### config.mk
export PLATFORM = sky130hd
export DESIGN_NAME = booth_multiplier_param
export DESIGN_NICKNAME = d
export VERILOG_FILES = /design/src/rtl/booth_multiplier_param.sv
export SDC_FILE = /design/constraint.sdc
export NUM_CORES = 1
export LEC_CHECK = 0
export BUFFER_PORTS_ARGS = -buffer_cell sky130_fd_sc_hd__buf_2
export CAP_MARGIN = 20
export CORE_UTILIZATION = 50
export DETAILED_ROUTE_END_ITERATION = 12
export HOLD_SLACK_MARGIN = 0.02
export PLACE_DENSITY = 0.69
export SLEW_MARGIN = 20
export SYNTH_ARGS = -nofsm -noshare
export SYNTH_HDL_FRONTEND = slang
export SYNTH_SLANG_ARGS = --single-unit
### constraint.sdc
create_clock -name clk -period 3.8 [get_ports clk]
set_clock_uncertainty 0.05 [all_clocks]
set_input_delay 0.19 -clock clk [delete_from_list [all_inputs] [get_ports clk]]
set_output_delay 0.19 -clock clk [all_outputs]
set_load 0.05 [all_outputs]
### src/rtl/booth_multiplier_param.sv
// Radix-2 Booth sequential multiplier, signed/unsigned per operation, optional early termination.
// Latency: N=X_WIDTH+1 iterations (fewer with early termination); done pulses the cycle after the last one.
// No backpressure: start is accepted only in IDLE or DONE and ignored while busy.
module booth_multiplier_param #(
    parameter int X_WIDTH    = 4,
    parameter int Y_WIDTH    = 6,
    parameter int EARLY_TERM = 1
) (
    input  logic                       clk,
    input  logic                       rst,
    input  logic                       start,
    input  logic                       signed_mode,
    input  logic [X_WIDTH-1:0]         x_in,
    input  logic [Y_WIDTH-1:0]         y_in,
    output logic                       busy,
    output logic                       done,
    output logic [X_WIDTH+Y_WIDTH-1:0] result
);

    localparam int N  = X_WIDTH + 1;
    localparam int AW = Y_WIDTH + 2;
    localparam int MW = Y_WIDTH + 1;
    localparam int CW = $clog2(N + 1);
    localparam int SW = AW + N + 1;
    localparam int PW = X_WIDTH + Y_WIDTH;

    typedef enum logic [1:0] {
        IDLE = 2'd0,
        RUN  = 2'd1,
        DONE = 2'd2
    } state_t;

    state_t          state_q, state_d;
    logic [AW-1:0]   a_q, a_d;
    logic [N-1:0]    q_q, q_d;
    logic            q1_q, q1_d;
    logic [MW-1:0]   m_q, m_d;
    logic [CW-1:0]   cnt_q, cnt_d;
    logic [PW-1:0]   result_q, result_d;

    logic [AW-1:0]   m_ext;
    logic [AW-1:0]   a_sum;
    logic [SW-1:0]   shifted_one;
    logic [SW-1:0]   shifted_rem;
    logic [CW-1:0]   cnt_inc;
    logic [CW-1:0]   rem;
    logic            et_hit;

    always_comb begin
        m_ext = {m_q[MW-1], m_q};
        case ({q_q[0], q1_q})
            2'b01:   a_sum = a_q + m_ext;
            2'b10:   a_sum = a_q - m_ext;
            default: a_sum = a_q;
        endcase
        shifted_one = $signed({a_sum, q_q, q1_q}) >>> 1;
        cnt_inc     = cnt_q + 1'b1;
        rem         = CW'(N) - cnt_q;
        // Once Q is uniformly q_1, every remaining pair is 00/11: only shifts are left.
        shifted_rem = $signed({a_q, q_q, q1_q}) >>> rem;
        et_hit      = (EARLY_TERM != 0) && (q_q == {N{q1_q}});
    end

    always_comb begin
        state_d  = state_q;
        a_d      = a_q;
        q_d      = q_q;
        q1_d     = q1_q;
        m_d      = m_q;
        cnt_d    = cnt_q;
        result_d = result_q;
        case (state_q)
            IDLE, DONE: begin
                if (start) begin
                    a_d     = '0;
                    q_d     = {signed_mode & x_in[X_WIDTH-1], x_in};
                    q1_d    = 1'b0;
                    m_d     = {signed_mode & y_in[Y_WIDTH-1], y_in};
                    cnt_d   = '0;
                    state_d = RUN;
                end else begin
                    state_d = IDLE;
                end
            end
            RUN: begin
                if (et_hit) begin
                    {a_d, q_d, q1_d} = shifted_rem;
                    cnt_d   = CW'(N);
                    state_d = DONE;
                end else begin
                    {a_d, q_d, q1_d} = shifted_one;
                    cnt_d = cnt_inc;
                    if (cnt_inc == CW'(N)) begin
                        state_d = DONE;
                    end
                end
                if (state_d == DONE) begin
                    result_d = PW'({a_d, q_d});
                end
            end
            default: state_d = IDLE;
        endcase
    end

    always_ff @(posedge clk or posedge rst) begin
        if (rst) begin
            state_q  <= IDLE;
            a_q      <= '0;
            q_q      <= '0;
            q1_q     <= 1'b0;
            m_q      <= '0;
            cnt_q    <= '0;
            result_q <= '0;
        end else begin
            state_q  <= state_d;
            a_q      <= a_d;
            q_q      <= q_d;
            q1_q     <= q1_d;
            m_q      <= m_d;
            cnt_q    <= cnt_d;
            result_q <= result_d;
        end
    end

    assign busy   = (state_q == RUN);
    assign done   = (state_q == DONE);
    assign result = result_q;

endmodule

==> impl_summary.log, run 1 <==
INFO  metric final_nets = ~340
INFO  metric worst_pin_slew = approximately 900 ps
INFO  metric final_layout_size_suffix_gt1_share = a little under a fifth
INFO  metric globalplace.congestion = 0.9059
INFO  metric antennaDiodeCount = 0
INFO  metric synth-edff-count = 0
INFO  metric worst_slew_margin_rel = roughly two fifths
INFO  metric synthDominantCellAreaShare = around 34%
INFO  metric fp.dieH = roughly 75 um
INFO  metric synth_area_per_cell = between 8 and 9 um2
INFO  metric chipWidth = about 75 um
INFO  metric numPortBuffers = 25
INFO  metric delay_of_the_slowest_cell_on_the_worst_path = between 400 and 500 ps
INFO  metric synth_compound_gate_area_share = 20.53%
INFO  metric cts.htree.levels = 2
INFO  metric setup-violations-final = 0
INFO  metric grt_setup_unrepaired = no
INFO  metric detailed_place_hpwl = around 4500 um
INFO  metric critPathSlowestCell = dfrtp_1
INFO  metric clock_insertion_delay_worst_skew = 300 ps
INFO  metric yosys_top_cell_by_area = dfrtp_1
INFO  metric ctsLongestPathBuffers = 2
INFO  metric post_synth_fa_ha_maj_area_fraction = roughly 5.9%
INFO  metric io-pin-count = 26
INFO  metric first_global_vias = 2112
INFO  metric top_cells_by_area_in_the_synthesized_netlist = dfrtp_1 34%, o21ai_0 6.2%, nand2_1 6.0%
INFO  metric layout_min_cycle_time = approximately 2700 ps
INFO  metric detail_route.vias_per_cell = between 5 and 6
INFO  metric synthesis.instances = 297
INFO  metric final.period_utilization = a little over two thirds
INFO  metric worst_ep_required_time = 3920 ps
INFO  metric final_cell_area = around 0.0029 mm2
INFO  metric timing.fmax = 371.7 MHz
INFO  metric synthesis.area = 0.002669 mm2
INFO  metric max_cap_violations = 0
INFO  metric tritoncts = yes
INFO  metric std_cell_rows = 26
INFO  metric postSynthRegisterBits = 36
INFO  metric largest_family_of_logic_cells_by_synthesized_area = compound AO/OA/AOI/OAI gates
INFO  metric timing.final.max_slew_violations = 0
INFO  metric synth_async_sr_flop_share = 100.0%
INFO  metric vias = about 2300
INFO  metric cts.clk_slew.worst_paths = roughly 80 ps
INFO  metric grt_pass1_wl = around 11000 um
INFO  metric fin_setup_tns = 0 ps
INFO  metric grt_start_max_net_pins = 37
INFO  metric critPathMostFrequentCell = ha_1
INFO  metric critical_path_peak_fanout = 8
INFO  metric post_synth_mux_area_share = roughly 14%
INFO  metric dieArea = around 0.0056 mm2
INFO  metric yosysWarningCount = 0
INFO  metric post_drt_wl_per_cell = about 17 um
INFO  metric sequential_element_share_of_the_synthesized_area = 33.76%
INFO  metric path_class = reg2reg
INFO  metric startpoint_type = flop
INFO  metric core = 0.005140 mm2
INFO  metric cts-root-buf = clkbuf_8
INFO  metric antenna_found_initial = 0
INFO  metric antenna_violating_nets_post_route = 0
INFO  metric drt-pass1-iter-count = 4
INFO  metric critical_path.endpoint_type = flop
INFO  metric synth.distinct_cells = 52
INFO  metric timing.critical_path.cells = inv_1 > ha_1 > a21oi_1 > xnor2_1 > ha_1 > a2111o_1 > o22ai_1 > mux2i_1 > o311ai_0 > o31ai_1
INFO  metric worst_hold_class = in2reg
INFO  metric synth_fp_nets = 323
INFO  metric outcome = completed
INFO  metric syn2layout_area_growth = 8.486%
INFO  metric timing.final.hold_violations = 0
INFO  metric synth_xor_xnor_area_share = between 3 and 4%
INFO  metric cts_num_sinks = 36
INFO  metric worst-endpoint-arrival = 2810 ps
INFO  metric drt_iter0_markers = 183
INFO  metric floorplan.initialDensity = roughly half
INFO  metric tritoncts.num_buffers = 5
INFO  metric post_cts_buffers = 0
INFO  metric final.fill_count = 501
INFO  metric simple_gate_area_share_of_the_yosys_netlist = between 15 and 20%
INFO  metric gr-total-overflow = 0
INFO  metric totalWireLength = ~6500 um
INFO  metric grt.total_usage = 26.26%
INFO  metric main_flop_type_after_synthesis = dfrtp_1
INFO  metric post-route-drc-count = 0
INFO  metric placement.cell_area = approximately 0.0028 mm2
INFO  metric layout.core_utilization = 56.33%
[path summary, 6_finish.rpt]
| kind | slack (ps) | cells after the start | to | start |
|---|---|---|---|---|
| setup / recovery | 1110 | 10 | a_q[7] | q1_q |
| hold / removal | 30 | 3 | m_q[4] | y_in[4] |
| setup reg to reg | 1110 | 10 | a_q[7] | q1_q |
| hold reg to reg | 430 | 2 | result[0] | result[0] |
| max in group asynchronous | 2880 | 4 | cnt_q[1] | rst |
| min in group asynchronous | 480 | 4 | m_q[4] | rst |
[per-stage QoR]
stage                     std cells  worst slack (ps)  hold slack, ps
after floorplan                 297              1258           245.4
after global placement          374              1202           268.3
after detailed placement        374              1148           280.0
after CTS                       383              1128           25.68
after global routing            383             923.1           54.67
final                           383              1110           28.70
[synth_stat cells, drive strengths merged (2+ instances only)]
cell type	instances
nor3	3
dfrtp	36
inv	12
xor2	2
o211ai	2
mux2i	13
nor4	2
a32oi	2
mux2	5
clkbuf	14
a311oi	2
nand2	43
nand3	6
xnor2	9
nor2	15
o31ai	2
mux4	7
o21ai	36
a22oi	5
a21oi	22
o22ai	5
nor2b	6
nand2b	8
buf	8
o21a	3
a211oi	2
ha	11
and2	2
[layout by cell type, fill, tap and decap left out, types with 3 or more instances in the layout]
cell type | Yosys | layout
nand2b_1 | 6 | 6
o21a_1 | 3 | 3
mux2_2 | 3 | 3
nand2_1 | 43 | 43
nor2b_1 | 6 | 6
xnor2_1 | 9 | 9
buf_4 | 1 | 4
buf_2 | 4 | 25
nor3_1 | 3 | 3
a22oi_1 | 5 | 5
mux4_2 | 7 | 7
nand3_1 | 6 | 6
o22ai_1 | 5 | 5
inv_1 | 12 | 12
dfrtp_1 | 36 | 36
clkbuf_8 | 0 | 5
ha_1 | 11 | 11
o21ai_0 | 33 | 33
a21oi_1 | 22 | 22
mux2i_1 | 11 | 11
nor2_1 | 15 | 15
[state kept, by name, summed over array words and instances (netlist names)]
signal / cells
cnt_q: 3
state_q: 2
q1_q: 1
a_q: 8
q_q: 5
m_q: 7
result: 10
[logic make-up (layout without fill, tap and decap cells)]
kind of cell	after synthesis	in the layout
buf+inv	34	50
mux	25	25
xor+xnor	11	11
simple gates	89	89
compound gates	90	90
fa+ha+maj	12	12
flops	36	36
[timing repair]
item                                   CTS  global route
endpoints found under the hold margin   36             0
hold buffers                             1             0
resized for setup                        0             0
[layer usage]
layer  global-route usage [%]  part of all wire, %
met1                    37.68                   46
met2                    39.84                   45
met3                    3.481                  6.2
met4                    11.32                  2.6
met5                        0                    0
[layout make-up]
cell class	count	area [um2]	area share (%)
Clock buffer	6	72.57	2.506
Timing Repair Buffer	30	165.2	5.704
Inverter	12	45.04	1.556
Clock inverter	2	16.27	0.5618
Tap cell	70	87.58	3.025
Multi-Input combinational cell	227	1608	55.53
Sequential cell	36	900.9	31.11
[worst max-delay path, delay by kind of cell (launching register included)]
kind	cells	cell delay, ps
compound gates	5	1170
fa+ha+maj	2	560
flops	1	420
mux	1	150
xor+xnor	1	140
buf+inv	1	70
Power of run 1 is left out: the tool's default activity adds up to more than one toggle a clock period on the data nets, which glitch-free logic cannot reach.
==> run 2: changes to the inputs <==
clock period = 2.5 ns   (was 3.8 ns; I/O delays follow)
==> run 2 against run 1 <==
Cell area rose by 15%. Critical path type unchanged. Setup slack worse by 1100 ps. Sequential cell count unchanged. Routed wire length rose by 15%.
==> impl_summary.log, run 2 (synthesis results as in run 1) <==
INFO  metric critical_path.endpoint_type = flop
INFO  metric met3_usage = under 10%
INFO  metric io-pin-count = 26
INFO  metric cts.htree.levels = 2
INFO  metric antenna_found_initial = 0
INFO  metric grt_start_max_net_pins = 21
INFO  metric worst_ep_required_time = roughly 2600 ps
INFO  metric mostFrequentLayoutCells = 43 x nand2_1, 34 x dfrtp_1, 32 x o21ai_0, 27 x buf_4, 25 x buf_2
INFO  metric ctsLongestPathBuffers = 2
INFO  metric top_usage_layer = met2
INFO  metric cts-root-buf = clkbuf_8
INFO  metric tritoncts = yes
INFO  metric post-route-drc-count = 0
INFO  metric chipWidth = 75.06 um
INFO  metric grt.met2_usage = about two fifths
INFO  metric timing.reg2reg.worst_path_depth = 10
INFO  metric worst-endpoint-arrival = ~2600 ps
INFO  metric setup.reg_to_reg.worst_slack = around 38 ps
INFO  metric worst_hold_class = in2reg
INFO  metric max_cap_violations = 0
INFO  metric antennaDiodeCount = 0
INFO  metric setup-violations-final = 0
INFO  metric final_nets = ~370
INFO  metric largest_register_ffs = 10
INFO  metric most_common_library_cell_in_the_layout_ignoring_fill_and_taps = nand2_1
INFO  metric dpl.cell_count = approximately 400
INFO  metric clock_insertion_delay_worst_skew = 300 ps
INFO  metric drt-pass1-iter-count = 5
INFO  metric grt_util_met1 = around two fifths
INFO  metric grt.total_usage = approximately a quarter
INFO  metric final_layout_size_suffix_gt1_share = 31.21%
INFO  metric worst_slew_margin_rel = 43.81%
INFO  metric cts.clk_slew.worst_paths = about 80 ps
INFO  metric rr_endpoint = a_q[6]
INFO  metric fp.dieH = between 70 and 80 um
INFO  metric syn2layout_area_growth = 24.71%
INFO  metric placement.cell_area = a little under 0.003 mm2
INFO  metric totalWireLength = about 7500 um
INFO  metric final_cell_area = between 0.003 and 0.004 mm2
INFO  metric globalplace.congestion = 0.8663
INFO  metric numPortBuffers = 25
INFO  metric worst_pin_slew = ~840 ps
INFO  metric startpoint_type = flop
INFO  metric post_drt_wl_per_cell = 17.98 um
INFO  metric critical_path_peak_fanout = 3
INFO  metric timing.hold.worst_path_depth = 3
INFO  metric layout_min_cycle_time = between 2000 and 2500 ps
INFO  metric cts_num_sinks = 36
INFO  metric drt_iter0_markers = ~210
INFO  metric final.fill_count = approximately 440
INFO  metric detailed_place_hpwl = ~5000 um
INFO  metric dieArea = 0.005634 mm2
INFO  metric fin_setup_tns = 0 ps
INFO  metric timing.final.hold_violations = 0
INFO  metric grt_setup_unrepaired = yes
INFO  metric timing.fmax = between 400 and 500 MHz
INFO  metric worstReg2RegStart = m_q[0]
INFO  metric fin_cells = between 400 and 500
INFO  metric outcome = completed
INFO  metric hold_start = x_in[2]
INFO  metric path_class = reg2reg
INFO  metric gr-total-overflow = 0
INFO  metric first_global_vias = between 2000 and 2500
INFO  metric timing.final.max_slew_violations = 0
INFO  metric floorplan.initialDensity = 51.92%
INFO  metric std_cell_rows = 26
INFO  metric antenna_violating_nets_post_route = 0
INFO  metric grt_pass1_wl = 10870 um
INFO  metric final.period_utilization = roughly 100%
INFO  metric tritoncts.num_buffers = 5
INFO  metric holdPathEnd = q_q[2]
INFO  metric core = 0.005140 mm2
INFO  metric detail_route.vias_per_cell = roughly 6.0
INFO  metric vias = between 2000 and 2500
INFO  metric worst_hold_slack = ~17 ps
## run 2: cell count changes in the layout (fill, tap and decap cells not counted), sizes merged
cell,change
clkbuf,-1
dlygate4sd3,+7
bufinv,+1
buf,+26
## run 2: worst max-delay path, stage by stage (launching register included)
cell,delay [ps]
dfrtp_1,390
inv_2,60
ha_4,170
a21oi_2,130
xnor2_1,130
ha_1,280
a2111o_1,390
o22ai_2,160
mux2i_2,300
xor2_1,170
o211ai_1,90
## run 2: stage by stage
stage	worst slack, ps	utilization [%]
after floorplan	14.80	-
after global placement	1.505	57.55
after detailed placement	-35.77	57.55
after CTS	9.942	61.32
after global routing	-83.94	64.75
final	38.36	64.75
## run 2: how the worst max path moves through the flow
stage,cells past startpoint,end,slack (ps),startpoint
4_1_cts,10,a_q[6],10,m_q[0]
6_report,10,a_q[6],40,m_q[0]
3_3_place_gp,11,a_q[7],2,q1_q
3_5_place_dp,11,a_q[7],-40,q1_q
2_1_floorplan,11,a_q[6],10,q1_q
5_1_grt,11,a_q[7],-80,m_q[1]
## run 2: per-layer routing
layer / wire length (um) / part of all wire, %
met4: 141 / 1.9
met2: 3567 / 48
met5: 0 / 0
met1: 3216 / 43
met3: 556 / 7.4
## run 2: layout make-up
cell class	instances	area, um2	area share [%]
clock buffers	5	68.82	2.068
clock inverters	3	42.54	1.278
inverters	12	45.04	1.353
multi-input cells	227	1730	51.99
flip-flops and latches	36	903.4	27.14
well taps	70	87.58	2.632
repair buffers	63	450.4	13.53
## run 2: repair_timing
item | in CTS | in global routing
cloned | 0 | 0
pin swaps | 0 | 16
hold endpoints to repair | 18 | 0
hold buffers | 8 | 0
buffers inserted | 0 | 5
gates resized for setup | 1 | 32
setup endpoints to repair | 4 | 8
Power of run 2 is left out for the same reason.
==> run 3: changes to the inputs <==
CORE_MARGIN = 3   (was not set)
CTS_CLUSTER_DIAMETER = 150   (was not set)
==> run 3 against run 2 <==
Sequential cell count unchanged. Clock-buffer cell count did not move. Sequential share of layout area increased by 1.0 points.
==> impl_summary.log, run 3 (synthesis results as in run 1) <==
INFO  metric globalplace.congestion = approximately 0.95
INFO  metric hold_start = x_in[2]
INFO  metric most_common_library_cell_in_the_layout_ignoring_fill_and_taps = nand2_1
INFO  metric worst-endpoint-arrival = 2570 ps
INFO  metric drt_iter0_markers = roughly 220
INFO  metric antenna_violating_nets_post_route = 0
INFO  metric tritoncts.num_buffers = 5
INFO  metric syn2layout_area_growth = 20.30%
INFO  metric critPathSlowestCell = dfrtp_1
INFO  metric grt_pass1_wl = roughly 12000 um
INFO  metric timing.final.hold_violations = 0
INFO  metric startpoint_type = flop
INFO  metric ctsLongestPathBuffers = 2
INFO  metric final_nets = between 300 and 400
INFO  metric dieArea = 0.006250 mm2
INFO  metric floorplan.initialDensity = a little over half
INFO  metric core = about 0.005 mm2
INFO  metric first_global_vias = about 2300
INFO  metric setup-violations-final = 0
INFO  metric tritoncts = yes
INFO  metric cts.clk_slew.worst_paths = ~80 ps
INFO  metric delay_of_the_slowest_cell_on_the_worst_path = ~390 ps
INFO  metric worst_slew_margin_rel = approximately two fifths
INFO  metric grt.met2_usage = a little under two fifths
INFO  metric drt-pass1-iter-count = 4
INFO  metric path_class = reg2reg
INFO  metric layout_min_cycle_time = between 2000 and 2500 ps
INFO  metric final.period_utilization = between 90% and 100%
INFO  metric met3_usage = under 10%
INFO  metric cts.htree.levels = 2
INFO  metric worstReg2RegStart = m_q[1]
INFO  metric cts_num_sinks = 36
INFO  metric antennaDiodeCount = 0
INFO  metric post_cts_buffers = 0
INFO  metric vias = about 2400
INFO  metric detail_route.vias_per_cell = between 5 and 6
INFO  metric worst_hold_class = in2reg
INFO  metric post_drt_wl_per_cell = about 18 um
INFO  metric outcome = completed
INFO  metric std_cell_rows = 25
INFO  metric critical_path.endpoint_type = flop
INFO  metric critical_path_peak_fanout = 3
INFO  metric grt_setup_unrepaired = yes
INFO  metric critPathBufInv = 1
INFO  metric worst_ep_required_time = between 2000 and 3000 ps
INFO  metric cts-root-buf = clkbuf_8
INFO  metric holdPathEnd = q_q[2]
INFO  metric io-pin-count = 26
INFO  metric timing.final.max_slew_violations = 0
INFO  metric timing.reg2reg.worst_path_depth = 10
INFO  metric timing.critical_path.cells = buf_4 > nor2_1 > a21oi_1 > xnor2_1 > ha_1 > o21a_1 > o22ai_2 > mux2i_2 > xor2_1 > o211ai_1
INFO  metric top_usage_layer = met2
INFO  metric gr-total-overflow = 0
INFO  metric rr_endpoint = a_q[6]
INFO  metric mostFrequentLayoutCells = 43 x nand2_1, 33 x dfrtp_1, 31 x o21ai_0, 25 x buf_2, 24 x buf_4
INFO  metric numPortBuffers = 25
INFO  metric timing.fmax = between 400 and 500 MHz
INFO  metric largest_register_ffs = 10
INFO  metric detailed_place_hpwl = 5139 um
INFO  metric worst_pin_slew = between 800 and 900 ps
INFO  metric grt.total_usage = 25.22%
INFO  metric antenna_found_initial = 0
INFO  metric chipWidth = between 70 and 80 um
INFO  metric post-route-drc-count = 0
INFO  metric fin_setup_tns = 0 ps
INFO  metric max_cap_violations = 0
INFO  metric timing.hold.worst_path_depth = 3
INFO  metric setup.reg_to_reg.worst_slack = between 50 and 60 ps
INFO  metric totalWireLength = a little over 7000 um
INFO  metric fp.dieH = slightly below 80 um
INFO  metric critical_path.top_delay_family = compound AO/OA/AOI/OAI gates
INFO  metric clock_insertion_delay_worst_skew = 290 ps
INFO  metric grt_util_met1 = approximately 37%
INFO  metric final_layout_size_suffix_gt1_share = 28.32%
INFO  metric grt_start_max_net_pins = 24
==> run 3: cell count changes in the layout (fill, tap and decap cells not counted), sizes merged <==
cell | before | now
dlygate4sd3 | 8 | 7
buf | 55 | 49
==> run 3: metal layers <==
metal  wire length (um)  part of all wire (%)  vias up
li1                   -                     -     1140
met1               3413                    47     1153
met2               3259                    45       80
met3                458                   6.3        8
met4                118                   1.6        0
met5                  0                     0        -
==> run 3: per-stage QoR <==
step	hold slack, ps	setup WS [ps]	utilization [%]	area [um2]	std cells
after floorplan	180.4	14.80	-	2674	297
after global placement	263.3	-41.13	59.62	2947	391
after detailed placement	273.3	-112.6	59.62	2947	391
after CTS	23.05	1.725	63.75	3151	406
after global routing	43.78	-81.36	64.96	3211	406
final	26.46	50.41	64.96	3211	406
==> run 3: area by class of cell <==
type | count | area (um2)
inverters | 12 | 45.04
repair buffers | 56 | 375.4
clock inverters | 3 | 42.54
flip-flops and latches | 36 | 904.6
fillers | 428 | 1732
well taps | 67 | 83.83
clock buffers | 5 | 68.82
multi-input cells | 227 | 1690
==> run 3: how the worst max path moves through the flow <==
stage | from | to | cells after the start | slack [ps]
after global routing | q_q[0] | a_q[7] | 11 | -80
after floorplan | q1_q | a_q[6] | 11 | 10
after global placement | q1_q | a_q[6] | 10 | -40
after detailed placement | q1_q | a_q[6] | 11 | -110
final | m_q[1] | a_q[6] | 10 | 50
after CTS | m_q[1] | a_q[7] | 12 | 2
==> run 3: worst register-to-register path, cell delays in order (launching register included) <==
cell	delay (ps)
dfrtp_1	390
buf_4	160
nor2_1	140
a21oi_1	100
xnor2_1	210
ha_1	320
o21a_1	210
o22ai_2	170
mux2i_2	310
xor2_1	170
o211ai_1	90
==> run 3: what timing repair did <==
item	CTS	global route
gates resized for setup	4	19
pin swaps	0	6
hold buffers	7	0
endpoints found under the setup margin	7	16
hold endpoints to repair	27	0
cloned	0	0
Power of run 3 is left out for the same reason.
